==> config.mk <==
export PLATFORM = sky130hd
export DESIGN_NAME = instr_fetch_flat
export DESIGN_NICKNAME = d
export VERILOG_FILES = /design/src/rtl/cpu_pkg.sv /design/src/rtl/instr_fetch_if.sv /design/src/rtl/pc_next_calc.sv /design/src/rtl/instr_fetch.sv /design/src/flat_wrapper.sv
export SDC_FILE = /design/constraint.sdc
export NUM_CORES = 1
export LEC_CHECK = 0
export ABC_AREA = 1
export BUFFER_PORTS_ARGS = -buffer_cell sky130_fd_sc_hd__buf_2
export CORE_MARGIN = 1
export CORE_UTILIZATION = 45
export CTS_BUF_LIST = sky130_fd_sc_hd__clkbuf_8 sky130_fd_sc_hd__clkbuf_16
export CTS_CLUSTER_DIAMETER = 30
export DETAILED_ROUTE_END_ITERATION = 8
export PLACE_DENSITY = 0.82
export RECOVER_POWER = 100
export SLEW_MARGIN = 40
export SYNTH_ARGS = -nofsm -noshare
export SYNTH_HDL_FRONTEND = slang
export SYNTH_SLANG_ARGS = --single-unit
==> constraint.sdc <==
create_clock -name i_clk -period 2.1 [get_ports i_clk]
set_input_delay 0.315 -clock i_clk [delete_from_list [all_inputs] [get_ports i_clk]]
set_output_delay 0.315 -clock i_clk [all_outputs]
set_load 0.01 [all_outputs]
==> src/rtl/cpu_pkg.sv <==
// Shared CPU definitions: the opcode map used by fetch and Control, the fetch
// FSM state encoding and the default address/instruction widths.
package cpu_pkg;

  localparam int unsigned AW_DEF = 8;
  localparam int unsigned IW_DEF = 16;
  localparam int unsigned OPW    = 4;

  localparam logic [OPW-1:0] OP_LOAD  = 4'd0;
  localparam logic [OPW-1:0] OP_ADDI  = 4'd1;
  localparam logic [OPW-1:0] OP_STORE = 4'd2;
  localparam logic [OPW-1:0] OP_BEQZ  = 4'd3;
  localparam logic [OPW-1:0] OP_HALT  = 4'd15;

  typedef enum logic [1:0] {
    ST_IDLE   = 2'd0,
    ST_FETCH  = 2'd1,
    ST_ISSUE  = 2'd2,
    ST_HALTED = 2'd3
  } fetch_state_e;

endpackage

==> src/rtl/instr_fetch_if.sv <==
// Instruction-memory read port: REQ/ACK handshake with address and data.
//   req  : read request, held until ack
//   addr : read address
//   ack  : one-cycle strobe, data valid this cycle
//   data : instruction word
// master = fetch stage, slave = instruction memory.
interface instr_fetch_if
  import cpu_pkg::*;
#(
  parameter int unsigned AW = AW_DEF,
  parameter int unsigned IW = IW_DEF
);

  logic          req;
  logic [AW-1:0] addr;
  logic          ack;
  logic [IW-1:0] data;

  modport master (output req, output addr, input ack, input data);
  modport slave  (input req, input addr, output ack, output data);

endinterface

==> src/rtl/pc_next_calc.sv <==
// Combinational next-PC: PC+1, or PC+1+sign-extended offset when a branch is
// taken. Arithmetic wraps modulo 2^AW.
//   i_pc          : current program counter
//   i_offset      : two's-complement branch offset field
//   i_take_branch : select branch-relative target
//   o_pc_next_c   : next program counter (combinational)
module pc_next_calc #(
  parameter int unsigned AW   = 8,
  parameter int unsigned OFFW = 6
) (
  input  logic [AW-1:0]   i_pc,
  input  logic [OFFW-1:0] i_offset,
  input  logic            i_take_branch,
  output logic [AW-1:0]   o_pc_next_c
);

  logic [AW-1:0] w_off_ext;
  logic [AW-1:0] w_pc_inc;

  // Size cast of a signed operand sign-extends the offset to AW bits.
  assign w_off_ext   = AW'($signed(i_offset));
  assign w_pc_inc    = i_pc + AW'(1);
  assign o_pc_next_c = i_take_branch ? (w_pc_inc + w_off_ext) : w_pc_inc;

endmodule

==> src/rtl/instr_fetch.sv <==
// Fetch stage: owns the PC, reads instruction memory over a REQ/ACK port,
// holds the fetched word in the instruction register and applies sequential,
// branch or halt updates once the instruction has executed.
//   i_clk, i_rst_n   : clock, asynchronous active-low reset
//   imem             : instruction-memory master port
//   o_instr          : instruction register
//   o_opcode_c       : opcode field of o_instr (combinational)
//   o_instr_valid_c  : high in ISSUE (combinational)
//   i_stall          : hold ISSUE while the datapath is busy
//   i_branch, i_zero : branch request and ALU zero flag, sampled in ISSUE
//   i_halt           : halt request from Control, sampled in ISSUE
//   o_pc             : program counter
//   o_halted         : sticky halt indicator
module instr_fetch
  import cpu_pkg::*;
#(
  parameter int unsigned AW          = AW_DEF,
  parameter int unsigned IW          = IW_DEF,
  parameter int unsigned OFFW        = 6,
  parameter int unsigned RESET_PC    = 0,
  parameter int unsigned HALT_OPCODE = 15
) (
  input  logic           i_clk,
  input  logic           i_rst_n,
  instr_fetch_if.master  imem,
  output logic [IW-1:0]  o_instr,
  output logic [OPW-1:0] o_opcode_c,
  output logic           o_instr_valid_c,
  input  logic           i_stall,
  input  logic           i_branch,
  input  logic           i_zero,
  input  logic           i_halt,
  output logic [AW-1:0]  o_pc,
  output logic           o_halted
);

  fetch_state_e  r_state;
  logic          r_req;
  logic [AW-1:0] r_pc;
  logic [IW-1:0] r_instr;
  logic          r_halted;

  logic [AW-1:0] w_pc_next;
  logic          w_take_branch;
  logic          w_halt_now;

  assign w_take_branch = i_branch & i_zero;
  assign w_halt_now    = i_halt | (o_opcode_c == OPW'(HALT_OPCODE));

  pc_next_calc #(
    .AW   (AW),
    .OFFW (OFFW)
  ) u_pc_next (
    .i_pc          (r_pc),
    .i_offset      (r_instr[OFFW-1:0]),
    .i_take_branch (w_take_branch),
    .o_pc_next_c   (w_pc_next)
  );

  // Fetch FSM; REQ is registered so it is high exactly while in FETCH.
  always_ff @(posedge i_clk or negedge i_rst_n) begin
    if (!i_rst_n) begin
      r_state  <= ST_IDLE;
      r_req    <= 1'b0;
      r_pc     <= AW'(RESET_PC);
      r_instr  <= '0;
      r_halted <= 1'b0;
    end else begin
      case (r_state)
        ST_IDLE: begin
          r_req   <= 1'b1;
          r_state <= ST_FETCH;
        end
        ST_FETCH: begin
          if (imem.ack) begin
            r_instr <= imem.data;
            r_req   <= 1'b0;
            r_state <= ST_ISSUE;
          end
        end
        ST_ISSUE: begin
          // Priority: stall > halt > branch/sequential.
          if (!i_stall) begin
            if (w_halt_now) begin
              r_halted <= 1'b1;
              r_state  <= ST_HALTED;
            end else begin
              r_pc    <= w_pc_next;
              r_req   <= 1'b1;
              r_state <= ST_FETCH;
            end
          end
        end
        ST_HALTED: begin
          r_req <= 1'b0;
        end
        default: begin
          r_req   <= 1'b0;
          r_state <= ST_IDLE;
        end
      endcase
    end
  end

  assign imem.req        = r_req;
  assign imem.addr       = r_pc;
  assign o_instr         = r_instr;
  assign o_opcode_c      = r_instr[IW-1 -: OPW];
  assign o_instr_valid_c = (r_state == ST_ISSUE);
  assign o_pc            = r_pc;
  assign o_halted        = r_halted;

endmodule

==> src/flat_wrapper.sv <==
// flat-port wrapper written by rule: the top's interface ports become plain ports
module instr_fetch_flat import cpu_pkg::*;
#(
  parameter int unsigned AW          = AW_DEF,
  parameter int unsigned IW          = IW_DEF,
  parameter int unsigned OFFW        = 6,
  parameter int unsigned RESET_PC    = 0,
  parameter int unsigned HALT_OPCODE = 15
)
  (i_clk, i_rst_n, o_instr, o_opcode_c, o_instr_valid_c, i_stall, i_branch, i_zero, i_halt, o_pc, o_halted, imem_req, imem_addr, imem_ack, imem_data);
  instr_fetch_if #(.AW(AW), .IW(IW)) imem_i ();
  input  logic i_clk;
  input  logic i_rst_n;
  output logic [IW-1:0] o_instr;
  output logic [OPW-1:0] o_opcode_c;
  output logic o_instr_valid_c;
  input  logic i_stall;
  input  logic i_branch;
  input  logic i_zero;
  input  logic i_halt;
  output logic [AW-1:0] o_pc;
  output logic o_halted;
  output wire logic [$bits(imem_i.req)-1:0] imem_req;
  output wire logic [$bits(imem_i.addr)-1:0] imem_addr;
  input wire logic [$bits(imem_i.ack)-1:0] imem_ack;
  input wire logic [$bits(imem_i.data)-1:0] imem_data;
  assign imem_req = imem_i.req;
  assign imem_addr = imem_i.addr;
  assign imem_i.ack = imem_ack;
  assign imem_i.data = imem_data;
  instr_fetch #(.AW(AW), .IW(IW), .OFFW(OFFW), .RESET_PC(RESET_PC), .HALT_OPCODE(HALT_OPCODE)) u_core (.i_clk(i_clk), .i_rst_n(i_rst_n), .imem(imem_i), .o_instr(o_instr), .o_opcode_c(o_opcode_c), .o_instr_valid_c(o_instr_valid_c), .i_stall(i_stall), .i_branch(i_branch), .i_zero(i_zero), .i_halt(i_halt), .o_pc(o_pc), .o_halted(o_halted));
endmodule
==> flow_summary.yaml <==
timing:
  max_slew_margin_pct: 0.184
  rsz0062_at_grt: "true"
  layout_setup_ws_ns: -0.0668
  slew_violations: 0
  fmax_ghz: 0.462
  finalCritPeriodShare_pct: 103
  hold_viol_final: 0
  tns_ns: -0.0668
  fin_skew_ns: 0.00349
  tightest_slew_ns: 1.50
  period_minus_slack_ns: 2.17
  setup_viol: 1
worst_setup_path:
  critPathKind: "reg -> reg"
  end_kind: "register"
  reg2reg_slack_ns: -0.07
  cp.required_ns: 2.28
  cp.arrival_ns: 2.35
  startpoint_type: "register"
  path_max_fanout: 3
grt:
  grt_pass1_vias: 1394
  grt_usage_pct: 18.5
  grt_pass1_wl_um: 6040
  grt_max_degree: 29
  grt_remaining_overflow: 0
  antenna_found_initial: 0
finish:
  ff_latch_area_um2: 703
  utilization_pct: 60.3
  fin_nets: 297
  multi_input_area_um2: 1020
  diodes: 0
  fillers: 364
  syn_to_final_growth_pct: 25.3
  fin_area_um2: 2260
  drive_gt1_share_pct: 32.7
clock_network:
  clkLatencyLatePin_ns: 0.28
  clkSinkCount: 28
  cts_tree: "yes"
  clkTransAtPathRegs_ns: 0.10
  cts_root_buf: "clkbuf_8"
  clk_path_buf_depth: 2
  postCtsHoldBufs: 0
  cts_buffers: 3
  htree_levels: 1
routing:
  post-route-drc-count: 0
  detail-route-antenna-nets: 0
  drt_wl_total_um: 3840
  vias: 1550
  first_pass_iters: 4
  first_iter_violations: 51
  viasPerCell: 5.03
  wl_per_cell_um: 12.5
outcome:
  outcome: "finished, violations left"
  violations: "max-capacitance violations, negative setup slack"
die:
  initial_core_util_pct: 48.1
  coreArea_um2: 3740
  die_area_um2: 4260
  die_h_um: 65.3
  fp-row-count: 22
  io_pins: 62
  die_w_um: 65.3
logic_synthesis:
  synth_edf_count: 0
  yosysMostFrequentCell: "nand2_1"
  synth_seq_cells: 28
  synth.distinct_cells: 37
  synth.net_count: 239
  yosysWarnings: 0
  ys_async_sr_fraction_pct: 100
  avgSynthCellArea_um2: 8.88
  yosysSeqAreaShare_pct: 38.9
  synthFlopType: "dfrtp_1"
  syn-cell-area_um2: 1800
  synth_common_cells: "nand2_1 (40), dfrtp_1 (28), inv_1 (19)"
  synth_cells: 203
  yosysTopAreaCell: "dfrtp_1"
  synthTopCellsByArea: "dfrtp_1 (39%), ha_1 (8.3%), nand2_1 (8.3%)"
  synth_top_area_share_pct: 38.9
placed_design:
  pre_cts_slack_ns: -0.0380
  dpl.hpwl_um: 2800
  gp_congestion: 0.814
  dpl_cell_area_um2: 2120
  port-buffer-count: 61
power_and_ir_drop:
  power_density_nw_per_um2: 1820
  cellLeakagePower_uw: 0.00111
  ir_worst_vdd_mv: 1.20
worst_hold_path:
  hold_class: "in -> reg"
run:
  drv_cap: 1
[sequential cells by signal, summed over array words and instances, names as in the netlist]
name and cells:
u_core.r_state 2, u_core.imem.addr 8, u_core.o_halted 1, u_core.imem.req 1, u_core.o_instr 16
[critical path, stage by stage, from the launching register on]
cell     delay [ns]
dfrtp_2        0.44
ha_4           0.17
nand2_4        0.07
inv_2          0.04
nand3_2        0.06
nor2_2         0.04
or2_1          0.22
and2_4         0.15
ha_4           0.29
nand2_4        0.05
nor2_2         0.09
nand2_1        0.08
nand2_1        0.07
nand2_1        0.06
nand3_1        0.09
nand2_1        0.05
nand3_1        0.06
nand2_1        0.05
[per-stage QoR]
stage                     instances  hold slack (ns)  total power [uW]
final                           308            0.237              4110
after detailed placement        301            0.379              3390
after global routing            308            0.227              4460
after global placement          301            0.369              3300
after CTS                       307           0.0683              3890
after floorplan                 203           0.0194              2820
[power by group]
part | switching [uW] | leakage [uW] | internal (uW)
clock | 175 | 0.0000357 | 256
sequential | 284 | 0.000327 | 811
combinational | 1430 | 0.000743 | 1150
total | 1890 | 0.00111 | 2220
[layer usage]
metal  global-route usage (%)  up-vias  wire length [um]
met4                     6.52        0                57
met1                     23.2      720              1650
met5                        0        -                 0
met3                     3.13        7               209
met2                     31.7       54              1920
li1                         -      769                 -
[final timing paths]
path	startpoint	endpoint	depth (start not counted)
max	u_core.imem.addr[0]$_DFFE_PN0P_	u_core.imem.addr[7]$_DFFE_PN0P_	17
min	imem_data[13]	u_core.o_instr[13]$_DFFE_PN0P_	2
max reg2reg	u_core.imem.addr[0]$_DFFE_PN0P_	u_core.imem.addr[7]$_DFFE_PN0P_	17
min reg2reg	u_core.o_halted$_DFFE_PN0P_	u_core.o_halted$_DFFE_PN0P_	1
max in group asynchronous	i_rst_n	u_core.imem.addr[0]$_DFFE_PN0P_	1
min in group asynchronous	i_rst_n	u_core.imem.addr[3]$_DFFE_PN0P_	1
[timing repair]
action	CTS	global route
cloned	0	0
gates resized for setup	1	12
pin swaps	10	11
endpoints found under the setup margin	1	4
buffers inserted	2	1
[cells in the final DEF, fill, tap and decap left out, types with 4 or more instances in the layout]
cell,Yosys,layout
mux2_1,8,8
dfrtp_1,28,26
inv_1,19,18
nand2_1,40,38
buf_2,1,36
ha_4,0,5
o21ai_0,4,4
buf_4,12,5
o21ai_1,5,5
clkbuf_1,0,25
inv_2,4,5
ha_1,12,7
mux2_2,7,7
nor2_1,12,10
nand3_1,12,11
a21oi_1,8,7
[kinds of logic (layout without fill, tap and decap cells)]
logic type,count (synthesis),after routing,share of synthesized area (%)
fa+ha+maj,13,13,9.44
mux,15,15,9.38
flops,28,28,38.9
simple gates,84,84,23.1
compound gates,25,25,8.33
xor+xnor,1,1,0.486
buf+inv,37,94,10.4
[area by class of cell]
cell class | count | area share (%)
Multi-Input combinational cell | 138 | 45.2
Sequential cell | 28 | 31.1
Timing Repair Buffer | 66 | 13.8
Inverter | 24 | 4.10
Tap cell | 48 | 2.66
Clock buffer | 3 | 1.83
Clock inverter | 1 | 1.33
Power figures use the tool's default switching activity.
